==> src/rtl/keyframe_scheduler_pkg.sv <==
// Shared definitions for the keyframe scheduler: bank indices, FSM states and
// field-width defaults common with the SPI keyframe receiver.
package keyframe_scheduler_pkg;

    localparam int c_time_w_default = 10;
    localparam int c_type_w_default = 6;

    localparam logic [1:0] BANK_0 = 2'd0;
    localparam logic [1:0] BANK_1 = 2'd1;
    localparam logic [1:0] BANK_2 = 2'd2;

    typedef enum logic [1:0] {
        S_IDLE  = 2'd0,
        S_TRANS = 2'd1,
        S_HOLD  = 2'd2
    } state_t;

endpackage

==> src/rtl/keyframe_scheduler_channel_sweeper.sv <==
// Channel read sweeper: one start pulse produces exactly c_channels back-to-back
// read strobes with addresses 0..c_channels-1; done marks the last one.
module channel_sweeper #(
    parameter int c_channels = 32,
    parameter int c_addr_w   = $clog2(c_channels)
) (
    input  logic                i_clk,
    input  logic                i_rst,
    input  logic                start,
    output logic                busy,
    output logic                done,
    output logic                rd_en,
    output logic [c_addr_w-1:0] rd_addr
);

    localparam logic [c_addr_w-1:0] c_last = c_addr_w'(c_channels - 1);

    logic at_last;

    assign at_last = (rd_addr == c_last);
    assign done    = busy && at_last;
    assign rd_en   = busy;

    // NOTE: sequential state is assigned with <= only, so every register samples
    // the pre-edge values of its neighbours regardless of statement order.
    always_ff @(posedge i_clk) begin
        if (i_rst) begin
            busy    <= 1'b0;
            rd_addr <= '0;
        end else if (busy) begin
            if (at_last) begin
                busy    <= 1'b0;
                rd_addr <= '0;
            end else begin
                rd_addr <= rd_addr + 1'b1;
            end
        end else if (start) begin
            busy    <= 1'b1;
            rd_addr <= '0;
        end
    end

endmodule

==> src/rtl/keyframe_scheduler.sv <==
// Keyframe scheduler: commits received keyframes into a rotating triple buffer,
// runs the timed transition FSM and issues per-tick channel read sweeps.
module keyframe_scheduler
    import keyframe_scheduler_pkg::*;
#(
    parameter int c_ledboards = 30,
    parameter int c_channels  = c_ledboards * 32,
    parameter int c_addr_w    = $clog2(c_channels),
    parameter int c_time_w    = c_time_w_default,
    parameter int c_type_w    = c_type_w_default
) (
    input  logic                i_clk,
    input  logic                i_rst,
    input  logic                i_cs,
    input  logic                i_wen,
    input  logic [c_time_w-1:0] i_time,
    input  logic [c_type_w-1:0] i_type,
    input  logic                i_tick,
    output logic                o_wr_en,
    output logic [1:0]          o_wr_bank,
    output logic [1:0]          o_from_bank,
    output logic [1:0]          o_to_bank,
    output logic                o_rd_en,
    output logic [c_addr_w-1:0] o_rd_addr,
    output logic [c_time_w-1:0] o_elapsed,
    output logic [c_time_w-1:0] o_duration,
    output logic [c_type_w-1:0] o_type,
    output logic                o_busy,
    output logic                o_overrun
);

    state_t              state;
    state_t              state_next;
    logic                r_prev_cs;
    logic                dirty;
    logic                pending;
    logic                tick_pending;
    logic                r_start;
    logic                r_relaunch;
    logic [1:0]          from_bank;
    logic [1:0]          to_bank;
    logic [1:0]          load_bank;
    logic [c_time_w-1:0] staged_time;
    logic [c_type_w-1:0] staged_type;
    logic [c_time_w-1:0] elapsed;
    logic [c_time_w-1:0] duration;
    logic [c_type_w-1:0] cur_type;
    logic                overrun;

    logic commit;
    logic at_end;
    logic sweep_start;
    logic sweep_busy;
    logic sweep_done;
    logic sweep_active;
    logic start_req;
    logic tick_launch;
    logic done_advance;
    logic tick_defer;
    logic tick_drop;

    assign commit = !r_prev_cs && i_cs && dirty;
    assign at_end = (elapsed == duration);

    // A sweep is "active" from the cycle it is requested, so a tick arriving
    // while a launch is in flight is deferred rather than launching twice.
    assign sweep_active = sweep_busy || r_start || r_relaunch;
    assign sweep_start  = r_start || r_relaunch || tick_launch;

    channel_sweeper #(
        .c_channels (c_channels),
        .c_addr_w   (c_addr_w)
    ) u_sweeper (
        .i_clk   (i_clk),
        .i_rst   (i_rst),
        .start   (sweep_start),
        .busy    (sweep_busy),
        .done    (sweep_done),
        .rd_en   (o_rd_en),
        .rd_addr (o_rd_addr)
    );

    always_comb begin
        // NOTE: every signal driven here gets a default first, so no path can
        // leave one unassigned and infer a latch.
        state_next   = state;
        start_req    = 1'b0;
        tick_launch  = 1'b0;
        done_advance = 1'b0;
        tick_defer   = 1'b0;
        tick_drop    = 1'b0;
        unique case (state)
            S_IDLE, S_HOLD: begin
                if (r_start) begin
                    state_next = S_TRANS;
                end else if (pending && !sweep_active) begin
                    start_req = 1'b1;
                end
            end
            S_TRANS: begin
                if (sweep_done) begin
                    if (at_end) begin
                        state_next = S_HOLD;
                    end else if (tick_pending || i_tick) begin
                        done_advance = 1'b1;
                    end
                end else if (sweep_active) begin
                    if (i_tick) begin
                        if (tick_pending) tick_drop = 1'b1;
                        else              tick_defer = 1'b1;
                    end
                end else if (i_tick && !at_end) begin
                    tick_launch = 1'b1;
                end
            end
            default: state_next = S_IDLE;
        endcase
    end

    always_ff @(posedge i_clk) begin
        if (i_rst) begin
            state       <= S_IDLE;
            r_prev_cs   <= 1'b1;
            dirty       <= 1'b0;
            pending     <= 1'b0;
            tick_pending <= 1'b0;
            r_start     <= 1'b0;
            r_relaunch  <= 1'b0;
            from_bank   <= BANK_0;
            to_bank     <= BANK_1;
            load_bank   <= BANK_2;
            staged_time <= '0;
            staged_type <= '0;
            elapsed     <= '0;
            duration    <= '0;
            cur_type    <= '0;
            overrun     <= 1'b0;
        end else begin
            state      <= state_next;
            r_prev_cs  <= i_cs;
            r_start    <= start_req;
            r_relaunch <= done_advance;
            dirty      <= i_wen || (dirty && !commit);

            // A commit in the rotation cycle belongs to the next frame and must survive.
            if (commit) begin
                pending     <= 1'b1;
                staged_time <= i_time;
                staged_type <= i_type;
            end else if (i_wen || r_start) begin
                pending <= 1'b0;
            end

            if (r_start) begin
                from_bank <= to_bank;
                to_bank   <= load_bank;
                load_bank <= from_bank;
                duration  <= (state == S_IDLE) ? '0 : staged_time;
                cur_type  <= staged_type;
                elapsed   <= '0;
            end else if (tick_launch || done_advance) begin
                elapsed <= elapsed + 1'b1;
            end

            if (state == S_TRANS && sweep_done) begin
                tick_pending <= !at_end && tick_pending && i_tick;
            end else if (tick_defer) begin
                tick_pending <= 1'b1;
            end

            if (tick_drop) overrun <= 1'b1;
        end
    end

    assign o_wr_en     = i_wen;
    assign o_wr_bank   = load_bank;
    assign o_from_bank = from_bank;
    assign o_to_bank   = to_bank;
    assign o_elapsed   = elapsed;
    assign o_duration  = duration;
    assign o_type      = cur_type;
    assign o_busy      = (state == S_TRANS);
    assign o_overrun   = overrun;

endmodule
==> config.mk <==
export PLATFORM = sky130hd
export DESIGN_NAME = keyframe_scheduler
export DESIGN_NICKNAME = d
export VERILOG_FILES = /design/src/rtl/keyframe_scheduler_pkg.sv /design/src/rtl/keyframe_scheduler_channel_sweeper.sv /design/src/rtl/keyframe_scheduler.sv
export SDC_FILE = /design/constraint.sdc
export NUM_CORES = 1
export LEC_CHECK = 0
export ABC_AREA = 1
export BUFFER_PORTS_ARGS = -buffer_cell sky130_fd_sc_hd__buf_2
export CAP_MARGIN = 15
export CORE_MARGIN = 1.5
export CORE_UTILIZATION = 35
export CTS_BUF_LIST = sky130_fd_sc_hd__clkbuf_8
export CTS_CLUSTER_DIAMETER = 50
export CTS_CLUSTER_SIZE = 16
export DETAILED_ROUTE_END_ITERATION = 12
export PLACE_DENSITY = 0.63
export SYNTH_ARGS = -nofsm -noshare
export SYNTH_HDL_FRONTEND = slang
export SYNTH_HIERARCHICAL = 1
export SYNTH_SLANG_ARGS = --single-unit
==> constraint.sdc <==
create_clock -name i_clk -period 2.4 [get_ports i_clk]
set_input_delay 0.12 -clock i_clk [delete_from_list [all_inputs] [get_ports i_clk]]
set_output_delay 0.12 -clock i_clk [all_outputs]
set_load 0.05 [all_outputs]
* After elaboration in Yosys (flattened, before gate mapping)
Index checks and enable logic that the tools add are counted.
Widths: inputs -> output; s select.
** Storage, ports and cells
- Register bits :: 68
- Input port bits :: 21
- Output and inout bits :: 46
- Word-level logic and storage cells :: 91
** Operators by class
- Add/sub/neg operators :: 2
- Eq/ne operators :: 7
- Mux-type cells :: 34
- Bitwise gates (word level) :: 1
- Reduce and logical (&&, ||, !) cells :: 29
** Operators with widths (number)
- $mux 10 :: 4
- $mux 1 :: 26
- $add 10x1->10 const B :: 2
- $eq 10x10->1 :: 1
- $eq 10x10->1 const B :: 1
- $logic_and 1x1->1 :: 9
- $logic_or 1x1->1 :: 8
- $mux 2 :: 3
- $reduce_bool 2->1 :: 3
- $logic_not 1->1 :: 4
- $ne 2x1->1 const B :: 2
- $pmux 2 s2 :: 1
- $reduce_or 2->1 :: 2
- $reduce_and 3->1 :: 1
- $reduce_or 3->1 :: 1
- $eq 2x1->1 const B :: 1
- $eq 2x2->1 const B :: 1
- $logic_not 2->1 :: 1
- $ne 2x2->1 const B :: 1
- $not 1->1 :: 1

* Depth between registers and ports, before layout
Gate-level depths: netlist of run 1.
- Depth in word-level cells :: 10
- Gate-level depth with buffers :: 17
- Depth with buffers taken out :: 16

* Cells and area by module
The synthesis of run 1 kept the hierarchy.
** Modules (own cells, without submodules)
- keyframe_scheduler :: times used 1, cells an instance 322, area an instance 2443.6 um^2, seq. area each 1141.1 um^2
- channel_sweeper :: times used 1, cells an instance 103, area an instance 680.7 um^2, seq. area each 220.2 um^2

* Least setup slack after synthesis of run 1
OpenSTA, ideal clock, no wires.
- Kind :: register -> register
- Start :: reg u_sweeper.rd_addr[0]
- End :: reg u_sweeper.rd_addr[4]
- Library setup time :: 117 ps
- Data arrival time :: 2132 ps
- Data required time :: 2283 ps
- Slack :: 152 ps
- Stages on the path, launching flop included :: 14
- Buffers on the path :: 0
- Period minus slack after synthesis :: 2248 ps
- Cell sequence :: dfxtp_1 > ha_1 > nand2_2 > nor3_2 > inv_1 > nand2_2 > nor3_4 > nand2_1 > nand3_1 > nor2_4 > inv_2 > nand2_1 > xor2_1 > nor2_1
** On the way
- Longest elaborated chain between the ends :: 6
- Elaborated cells on any way between the ends :: 9
- Those cells by class :: 1 x add/sub; 1 x eq/ne; 4 x mux; 3 x reduce/logical
** Ends and longest elaborated chain
- from (decl) :: RTL line keyframe_scheduler_channel_sweeper.sv:13 : output logic [c_addr_w-1:0] rd_addr
- from (signal assigned) :: RTL line keyframe_scheduler_channel_sweeper.sv:35 : rd_addr <= rd_addr + 1'b1;
- $eq 10x10->1 :: RTL line keyframe_scheduler_channel_sweeper.sv:20 : assign at_last = (rd_addr == c_last);
- $logic_and 1x1->1 :: RTL line keyframe_scheduler_channel_sweeper.sv:21 : assign done = busy && at_last;
- named net sweep_done :: RTL line keyframe_scheduler.sv:54 : logic sweep_done;
- $mux 1 :: RTL line keyframe_scheduler.sv:101 : if (sweep_done) begin
- $mux 1 :: RTL line keyframe_scheduler.sv:92 : unique case (state)
- $logic_or 1x1->1 :: RTL line keyframe_scheduler.sv:68 : assign sweep_start = r_start || r_relaunch || tick_launch;
- named net sweep_start :: RTL line keyframe_scheduler.sv:52 : logic sweep_start;
- $reduce_bool 2->1 (no line)
The timed path passes the listed nets, and every way through them passes these cells.
A chain may end at the register's enable or synchronous reset.

* Final worst setup path of run 1
Ends and elaborated chain as after synthesis.

==> impl_metrics.toml, run 1 <==
[status]
status = "finished clean"

[yosys]
synth_area_leader_cell = "dfxtp_1"
synth_top_area_share_pct = 43.6
ys_warn_count = 6
netlist_instances = 425
syn_nets = 448
ys_ff_latch = 68
syn_area_per_cell_um2 = 7.35
synth_compound_area_share_pct = 16.9
synthFlopType = "dfxtp_1"
synthSimpleGateAreaFrac_pct = 26.0
yosysMostFrequentCell = "nand2_1"
synth.area.top_cells = "dfxtp_1 (44%), nand2_1 (12%), a21oi_1 (6.2%)"
syn-cell-area_um2 = 3120
netlist-cell-type-count = 36
synthAdderAreaFrac_pct = 0.801
netlist_top_cells_count = "nand2_1 (98), dfxtp_1 (68), inv_1 (46)"
synth_mux_area_share_pct = 0
synth_edf_count = 0
synth-xor-area-share_pct = 3.08
ys_async_sr_fraction_pct = 0
yosysSeqAreaShare_pct = 43.6
synth_top_family_by_area = "simple AND/OR/NAND/NOR gates"

[sta]
slew_violations = 0
rsz0062_at_grt = "no"
finClkSkew_ns = 0.00826
fmax_mhz = 468
fin_crit_sh_pct = 89.1
worst_pin_slew_ns = 0.766
setup_tns_ns = 0
setup_viol = 0
min_period_ns = 2.14
setup_ws_ns = 0.262
final_hold_viol_count = 0
whs_ns = 0.0446
slew-limit-headroom_pct = 48.8

[worst_setup_path]
start_kind = "register"
critical_path_class = "register to register"
crit_path_start = "u_sweeper/rd_addr[0]$_SDFFE_PP0P_"
arrival_ns = 2.38
cpLargestDelayFamily = "simple AND/OR/NAND/NOR gates"
worstReg2RegStart = "u_sweeper/rd_addr[0]$_SDFFE_PP0P_"
critical_path.cell_chain = "ha_1 > nand2_2 > nor3_2 > inv_1 > nand2_2 > nor3_4 > nand2_1 > nand3_1 > nor2_4 > inv_2 > nand2_1 > xor2_1 > nor2_1"
slowest_delay_ns = 0.41
path_buf_inv = 2
cp_slowest_cell = "dfxtp_1"
required_ns = 2.64
worst-path-max-fanout = 10
worstSetupEndpointType = "register"

[hold_path]
hold_class = "primary input to register"
min-delay-start = "i_type[3]"

[clock_tree]
insertion_delay_ns = 0.35
clock-sinks = 68
cts_max_path_buffers = 2
cts_max_level = 3
cts_inserted_buffers = 9
cts_tree = "done"
clk_pin_slew_ns = 0.08
cts_setup_buffers = 0
cts_root_buf = "clkbuf_8"

[detailed_routing]
wirelength_mm = 7.04
drc_errors = 0
first_pass_iters = 4
vias = 2880
drt_iter0_markers = 116
viasPerCell = 4.78
ant_nets = 0
wire_per_inst_um = 11.7

[die]
floorplan.initialDensity_pct = 36.0
die_w_um = 97.5
dieArea_um2 = 9500
coreArea_um2 = 8680
die_h_um = 97.5
rows = 34
pin_count = 67

[global_route]
grt_pass1_vias = 2689
grt_max_degree = 32
antenna_found_initial = 0
grt-ovfl-total = 0
grt_usage_pct = 15.5
grt_pass1_wl_mm = 12.1

[placement]
placed_area_um2 = 3530
hpwl_mm = 5.11
dpl.cell_count = 585
port_buffers = 66
gp_congestion = 0.861
pre_cts_ws_ns = 0.286

[power]
power.density_nw_per_um2 = 576
p_leak_nw = 1.63
peakVddDrop_uv = 317

[run]
maxCapViolCount = 0

[final_layout]
fin_nets = 512
final_cell_area_um2 = 3720
syn_to_final_growth_pct = 19.1
stdcell_count = 602
antennaDiodeCount = 0
drive_gt1_share_pct = 23.7
-- through the flow --
stage          utilization (%)  power [mW]
6_report                  42.9        2.14
5_1_grt                   42.9        2.24
4_1_cts                   42.9        2.18
3_5_place_dp              40.7        1.30
3_3_place_gp              40.7        1.30
2_1_floorplan                -        1.27
-- worst register-to-register path, stage by stage (launching register included) --
cell,delay [ns]
dfxtp_1,0.41
ha_1,0.27
nand2_2,0.09
nor3_2,0.19
inv_1,0.10
nand2_2,0.11
nor3_4,0.07
nand2_1,0.08
nand3_1,0.10
nor2_4,0.20
inv_2,0.10
nand2_1,0.09
xor2_1,0.15
nor2_1,0.07
-- cell type report --
type,count,area [um^2]
clock inverter,7,56.3
clock buffer,9,124
sequential,68,1360
inverter,56,210
tap,108,135
timing repair buffer,71,370
multi-input combinational,283,1460
fill,955,4960
-- path summary, 6_finish.rpt --
check                                            to  slack, ns  cells past startpoint
setup / recovery  u_sweeper/rd_addr[4]$_SDFFE_PP0P_       0.26                     13
hold / removal          staged_type[3]$_SDFFE_PP0P_       0.04                      3
setup reg to reg  u_sweeper/rd_addr[4]$_SDFFE_PP0P_       0.26                     13
hold reg to reg         staged_time[4]$_SDFFE_PP0P_       0.46                      2
-- placed cells by master, fill, tap and decap left out, drive strengths merged --
cell / netlist / routed
a21oi: 41 / 41
buf: 9 / 70
clkbuf: 9 / 9
clkinv: 1 / 4
clkinvlp: 0 / 1
dfxtp: 68 / 68
dlygate4sd3: 0 / 1
ha: 2 / 2
inv: 55 / 58
nand2: 105 / 105
nand3: 18 / 18
nand3b: 2 / 2
nand4: 6 / 6
nor2: 44 / 44
nor3: 4 / 4
o211ai: 9 / 9
o21a: 2 / 2
o21ai: 28 / 28
o31ai: 4 / 4
o32ai: 6 / 6
or2: 1 / 1
xnor2: 3 / 3
xor2: 8 / 8
-- kinds of logic after synthesis --
family,Yosys count
buffers and inverters,74
adder cells (fa/ha/maj),2
AO/OA/AOI/OAI,90
AND/OR/NAND/NOR,180
XOR/XNOR,11
flip-flops,68
-- power by group --
group          switching (mW)  total [mW]  internal, mW
Combinational          0.0897       0.128        0.0381
Sequential            0.00820        1.15          1.14
Clock                   0.478       0.865         0.387
-- registers in the layout (all words and copies together) (netlist names), 6 cells and up --
register / flops
o_elapsed: 10
staged_type: 6
o_type: 6
staged_time: 10
o_duration: 10
u_sweeper/rd_addr: 10
-- routing by layer --
layer | track usage, % | up-vias | share of wire (%)
met1 | 19.2 | 1305 | 47
li1 | - | 1501 | -
met2 | 24.8 | 66 | 46
met5 | 0 | - | 0
met3 | 4.89 | 8 | 5.6
met4 | 6.15 | 0 | 1.3
-- repair_timing --
item | 4_1_cts | 5_1_grt
hold buffers | 1 | 0
endpoints found under the hold margin | 1 | 0
setup endpoints to repair | 0 | 1
gates resized for setup | 0 | 1
Power figures use the tool's default switching activity.
==> run 2: changes to the inputs <==
Settings changed: ABC_AREA 1 to unset, PLACE_DENSITY 0.63 to 0.64.
==> impl_metrics.toml, run 2 <==
[status]
status = "finished clean"

[yosys]
ys_ff_latch = 68
syn_nets = 335
ys_warn_count = 6
synth_area_leader_cell = "dfxtp_1"
netlist_top_cells_count = "dfxtp_1 (68), nand2_1 (46), a21oi_1 (34)"
netlist-cell-type-count = 48
syn-cell-area_um2 = 2820
synth.area.top_cells = "dfxtp_1 (48%), nand2_1 (6.1%), a21oi_1 (6.0%)"
yosysSeqAreaShare_pct = 48.3
ys_async_sr_fraction_pct = 0
synth_top_area_share_pct = 48.3
netlist_instances = 312
synthFlopType = "dfxtp_1"
syn_area_per_cell_um2 = 9.03
synth_edf_count = 0
yosysMostFrequentCell = "dfxtp_1"

[placement]
hpwl_mm = 4.58
port_buffers = 66
placed_area_um2 = 3330
gp_congestion = 0.804
pre_cts_ws_ns = 0.0554

[sta]
final_hold_viol_count = 0
worst_pin_slew_ns = 0.699
min_period_ns = 2.32
finClkSkew_ns = 0.0107
slew_violations = 0
fmax_mhz = 431
fin_crit_sh_pct = 96.6
whs_ns = 0.0173
slew-limit-headroom_pct = 53.3
setup_viol = 0
setup_ws_ns = 0.0820

[final_layout]
antennaDiodeCount = 0
final_util_pct = 46.1
drive_gt1_share_pct = 30.2
final_common_cell = "buf_2"
fin_nets = 412
final_cell_area_um2 = 3580
syn_to_final_growth_pct = 27.0
final_cell_mix = "buf_2 (66), dfxtp_1 (62), nand2_1 (46), a21oi_1 (34), nor2_1 (25)"

[worst_setup_path]
worstSetupEndpointType = "register"
arrival_ns = 2.59
path_buf_inv = 0
start_kind = "register"
r2r_cells = 8
cp_slowest_cell = "or4b_1"
crit_path_frequent_cell = "and3_4"
worst-path-max-fanout = 7
slowest_delay_ns = 0.50
cpLargestDelayFamily = "simple AND/OR/NAND/NOR gates"
worstReg2RegStart = "u_sweeper/rd_addr[1]$_SDFFE_PP0P_"
r2r-end = "o_elapsed[9]$_SDFFE_PP0P_"
critical_path.cell_chain = "ha_4 > and3_4 > and3_4 > and3_4 > o2111ai_2 > or4b_1 > or3_1 > a21oi_1"
reg2reg_setup_slack_ns = 0.08
critical_path_class = "register to register"
required_ns = 2.67
crit_path_start = "u_sweeper/rd_addr[1]$_SDFFE_PP0P_"

[clock_tree]
cts_root_buf = "clkbuf_8"
cts_max_path_buffers = 2
cts_tree = "done"
clk_pin_slew_ns = 0.08
clock-sinks = 68
cts_max_level = 3
insertion_delay_ns = 0.34
cts_inserted_buffers = 9

[run]
maxCapViolCount = 0

[global_route]
grt-ovfl-total = 0
grt_usage_pct = 15.1
antenna_found_initial = 0
grt_pass1_wl_mm = 10.3
grt_pass1_vias = 2166
grt_max_degree = 31

[detailed_routing]
drt_iter0_markers = 43
ant_nets = 0
drc_errors = 0
first_pass_iters = 4
wirelength_mm = 6.33
vias = 2413
wire_per_inst_um = 12.8
viasPerCell = 4.86

[power]
total_power_mw = 2.18
p_leak_nw = 1.43
peakVddDrop_uv = 279
power.density_nw_per_um2 = 609

[die]
die_h_um = 92.7
rows = 32
pin_count = 67
coreArea_um2 = 7770
die_w_um = 92.7
dieArea_um2 = 8600
floorplan.initialDensity_pct = 36.3

[hold_path]
holdPathStages = 3
min-delay-start = "i_type[4]"
holdPathEnd = "staged_type[4]$_SDFFE_PP0P_"
hold_class = "primary input to register"
-- run 2: cell families after synthesis --
kind of cell / synth area share (%)
buffers and inverters: 3.06
xor gates and xnor gates: 3.42
DFF: 48.3
muxes: 4.66
adders and majority gates: 0.888
and+or+nand+nor: 23.0
AOI/OAI and AO/OA: 16.7
-- run 2: cell type report --
cell class / instances / area, um^2
fillers: 786 / 4190
repair buffers: 81 / 450
clock buffers: 11 / 151
flip-flops and latches: 68 / 1370
multi-input cells: 224 / 1400
clock inverters: 5 / 51.3
well taps: 102 / 128
inverters: 5 / 21.3
-- run 2: routing by layer --
metal	vias to the layer above	GRT usage (%)	wire length [um]
met3	8	4.11	264
met4	0	6.06	85
li1	1259	-	-
met2	46	23.8	2900
met1	1100	19.7	3080
met5	-	0	0
-- run 2: worst reg2reg max path, delay by kind of cell, from the launching register on --
kind / cells / cell delay [ns]
fa+ha+maj: 1 / 0.15
compound gates: 2 / 0.26
simple gates: 5 / 1.45
flops: 1 / 0.39
-- run 2: repair_timing --
item	in CTS	in global routing
hold endpoints to repair	3	0
resized for setup	0	0
hold buffers	3	0
buffers inserted	0	2
endpoints found under the setup margin	0	2
-- run 2: where the power goes --
part / leakage [nW] / internal, mW / switching [mW] / total [mW]
clock: 0.107 / 0.529 / 0.426 / 0.955
combinational: 0.767 / 0.0325 / 0.0525 / 0.0850
sequential: 0.552 / 1.13 / 0.00497 / 1.14
-- run 2: how the worst max path moves through the flow --
stage	to	cells past startpoint	slack (ns)
after global placement	o_elapsed[9]$_SDFFE_PP0P_	8	0.09
final	o_elapsed[9]$_SDFFE_PP0P_	8	0.08
after CTS	o_elapsed[9]$_SDFFE_PP0P_	8	0.02
after global routing	u_sweeper/rd_addr[5]$_SDFFE_PP0P_	10	-0.002
after floorplan	o_elapsed[9]$_SDFFE_PP0P_	8	0.01
after detailed placement	o_elapsed[9]$_SDFFE_PP0P_	8	0.06
-- run 2: stage by stage --
step	TNS, ns	std cells
after floorplan	0	312
after global placement	0	475
after detailed placement	0	475
after CTS	0	494
after global routing	-0.00176	496
final	0	496
==> run 3: changes to the inputs <==
Settings changed: CORE_UTILIZATION 35 to 40, PLACE_DENSITY 0.64 to 0.7.
==> impl_metrics.toml, run 3 (synthesized netlist as in run 2, its figures left out) <==
[global_route]
grt_pass1_vias = 2152
grt_pass1_wl_mm = 10.6
grt-ovfl-total = 0
antenna_found_initial = 0
grt_max_degree = 30
grt_usage_pct = 18.1

[worst_setup_path]
worstReg2RegStart = "u_sweeper/rd_addr[1]$_SDFFE_PP0P_"
cp_slowest_cell = "or4b_1"
r2r-end = "o_elapsed[9]$_SDFFE_PP0P_"
critical_path_class = "register to register"
crit_path_end = "o_elapsed[9]$_SDFFE_PP0P_"
reg2reg_setup_slack_ns = 0.03
start_kind = "register"
cp.depth = 8
crit_path_frequent_cell = "and3_4"
path_buf_inv = 0
arrival_ns = 2.65
critical_path.cell_chain = "ha_4 > and3_4 > and3_4 > and3_4 > o2111ai_4 > or4b_1 > or3_1 > a21oi_2"
cpLargestDelayFamily = "simple AND/OR/NAND/NOR gates"
slowest_delay_ns = 0.53
required_ns = 2.68
crit_path_start = "u_sweeper/rd_addr[1]$_SDFFE_PP0P_"
worstSetupEndpointType = "register"
r2r_cells = 8
worst-path-max-fanout = 6

[final_layout]
antennaDiodeCount = 0
fin_nets = 417
syn_to_final_growth_pct = 27.5
final_cell_mix = "buf_2 (66), dfxtp_1 (62), nand2_1 (46), a21oi_1 (33), nor2_1 (25)"
fill_cells = 652
drive_gt1_share_pct = 30.8
final_common_cell = "buf_2"

[sta]
slew-limit-headroom_pct = 52.8
setup_viol = 0
worst_pin_slew_ns = 0.705
fmax_mhz = 422
final_hold_viol_count = 0
finClkSkew_ns = 0.00685
rsz0062_at_grt = "yes"
fin_crit_sh_pct = 98.8
min_period_ns = 2.37
slew_violations = 0
setup_tns_ns = 0

[clock_tree]
cts_max_level = 3
cts_tree = "done"
cts_max_path_buffers = 2
clock-sinks = 68
cts_inserted_buffers = 9
cts_root_buf = "clkbuf_8"
insertion_delay_ns = 0.35
clk_pin_slew_ns = 0.07

[power]
peakVddDrop_uv = 308
power.density_nw_per_um2 = 573
total_power_mw = 2.06
p_leak_nw = 1.44

[placement]
gp_congestion = 0.805
port_buffers = 66
hpwl_mm = 4.49

[die]
dieArea_um2 = 7560
pin_count = 67
die_h_um = 86.9
coreArea_um2 = 6790
rows = 30
die_w_um = 86.9
floorplan.initialDensity_pct = 41.5

[detailed_routing]
ant_nets = 0
wirelength_mm = 6.66
first_pass_iters = 4
wire_per_inst_um = 13.4
vias = 2503
drc_errors = 0
viasPerCell = 5.06
drt_iter0_markers = 132

[run]
maxCapViolCount = 0

[hold_path]
hold_class = "primary input to register"
holdPathStages = 3

[status]
status = "finished clean"
## run 3: cell count changes in the layout (fill, tap and decap cells not counted), sizes merged
cell,previous run,this run
buf,78,82
inv,6,8
bufinv,1,0
clkbuf,11,10
dlygate4sd3,3,4
## run 3: repair_timing
item	4_1_cts	5_1_grt
buffers inserted	0	7
setup endpoints to repair	0	1
endpoints found under the hold margin	4	0
resized for setup	0	2
hold buffers	4	0
## run 3: worst min path at each step
stage | startpoint | to
after detailed placement | i_cs | r_prev_cs$_SDFF_PP1_
after CTS | i_time[1] | staged_time[1]$_SDFFE_PP0P_
after global routing | i_time[6] | staged_time[6]$_SDFFE_PP0P_
after global placement | i_cs | r_prev_cs$_SDFF_PP1_
final | i_time[1] | staged_time[1]$_SDFFE_PP0P_
after floorplan | i_rst | u_sweeper/rd_addr[2]$_SDFFE_PP0P_
## run 3: stage by stage
stage                     utilization, %  std cells  hold slack, ns  area, um^2  setup slack, ns
after global routing                52.9        495         0.00185        3590          -0.0688
after CTS                           51.9        488         0.00113        3530           0.0435
after detailed placement            48.8        468           0.331        3320           0.0690
after global placement              48.8        468           0.333        3320           0.0932
after floorplan                        -        312           0.182        2860           0.0113
final                               52.9        495         0.00505        3590           0.0285
## run 3: routing by layer
metal / wire (um) / track usage [%] / share of wire [%] / vias to the layer above
li1: - / - / - / 1276
met1: 3220 / 25.0 / 48 / 1155
met2: 3010 / 26.0 / 45 / 58
met3: 266 / 3.79 / 4.0 / 14
met4: 164 / 10.6 / 2.5 / 0
met5: 0 / 0 / 0 / -
## run 3: worst reg2reg max path, delay by kind of cell (launching register included)
family | cells | cell delay, ns
AOI/OAI and AO/OA | 2 | 0.26
adders and majority gates | 1 | 0.14
DFF | 1 | 0.38
and+or+nand+nor | 5 | 1.53
## run 3: report_power, final
group	total [mW]	internal (mW)	switching [mW]
clock	0.831	0.392	0.439
combinational	0.0882	0.0339	0.0544
sequential	1.14	1.13	0.00501
## run 3: area by class of cell
cell class	count	area, um^2	share of cell area (%)
Clock buffer	10	138	3.83
Clock inverter	6	31.3	0.870
Inverter	5	21.3	0.592
Multi-Input combinational cell	224	1420	39.5
Sequential cell	68	1370	38.2
Tap cell	96	120	3.34
Timing Repair Buffer	86	490	13.6
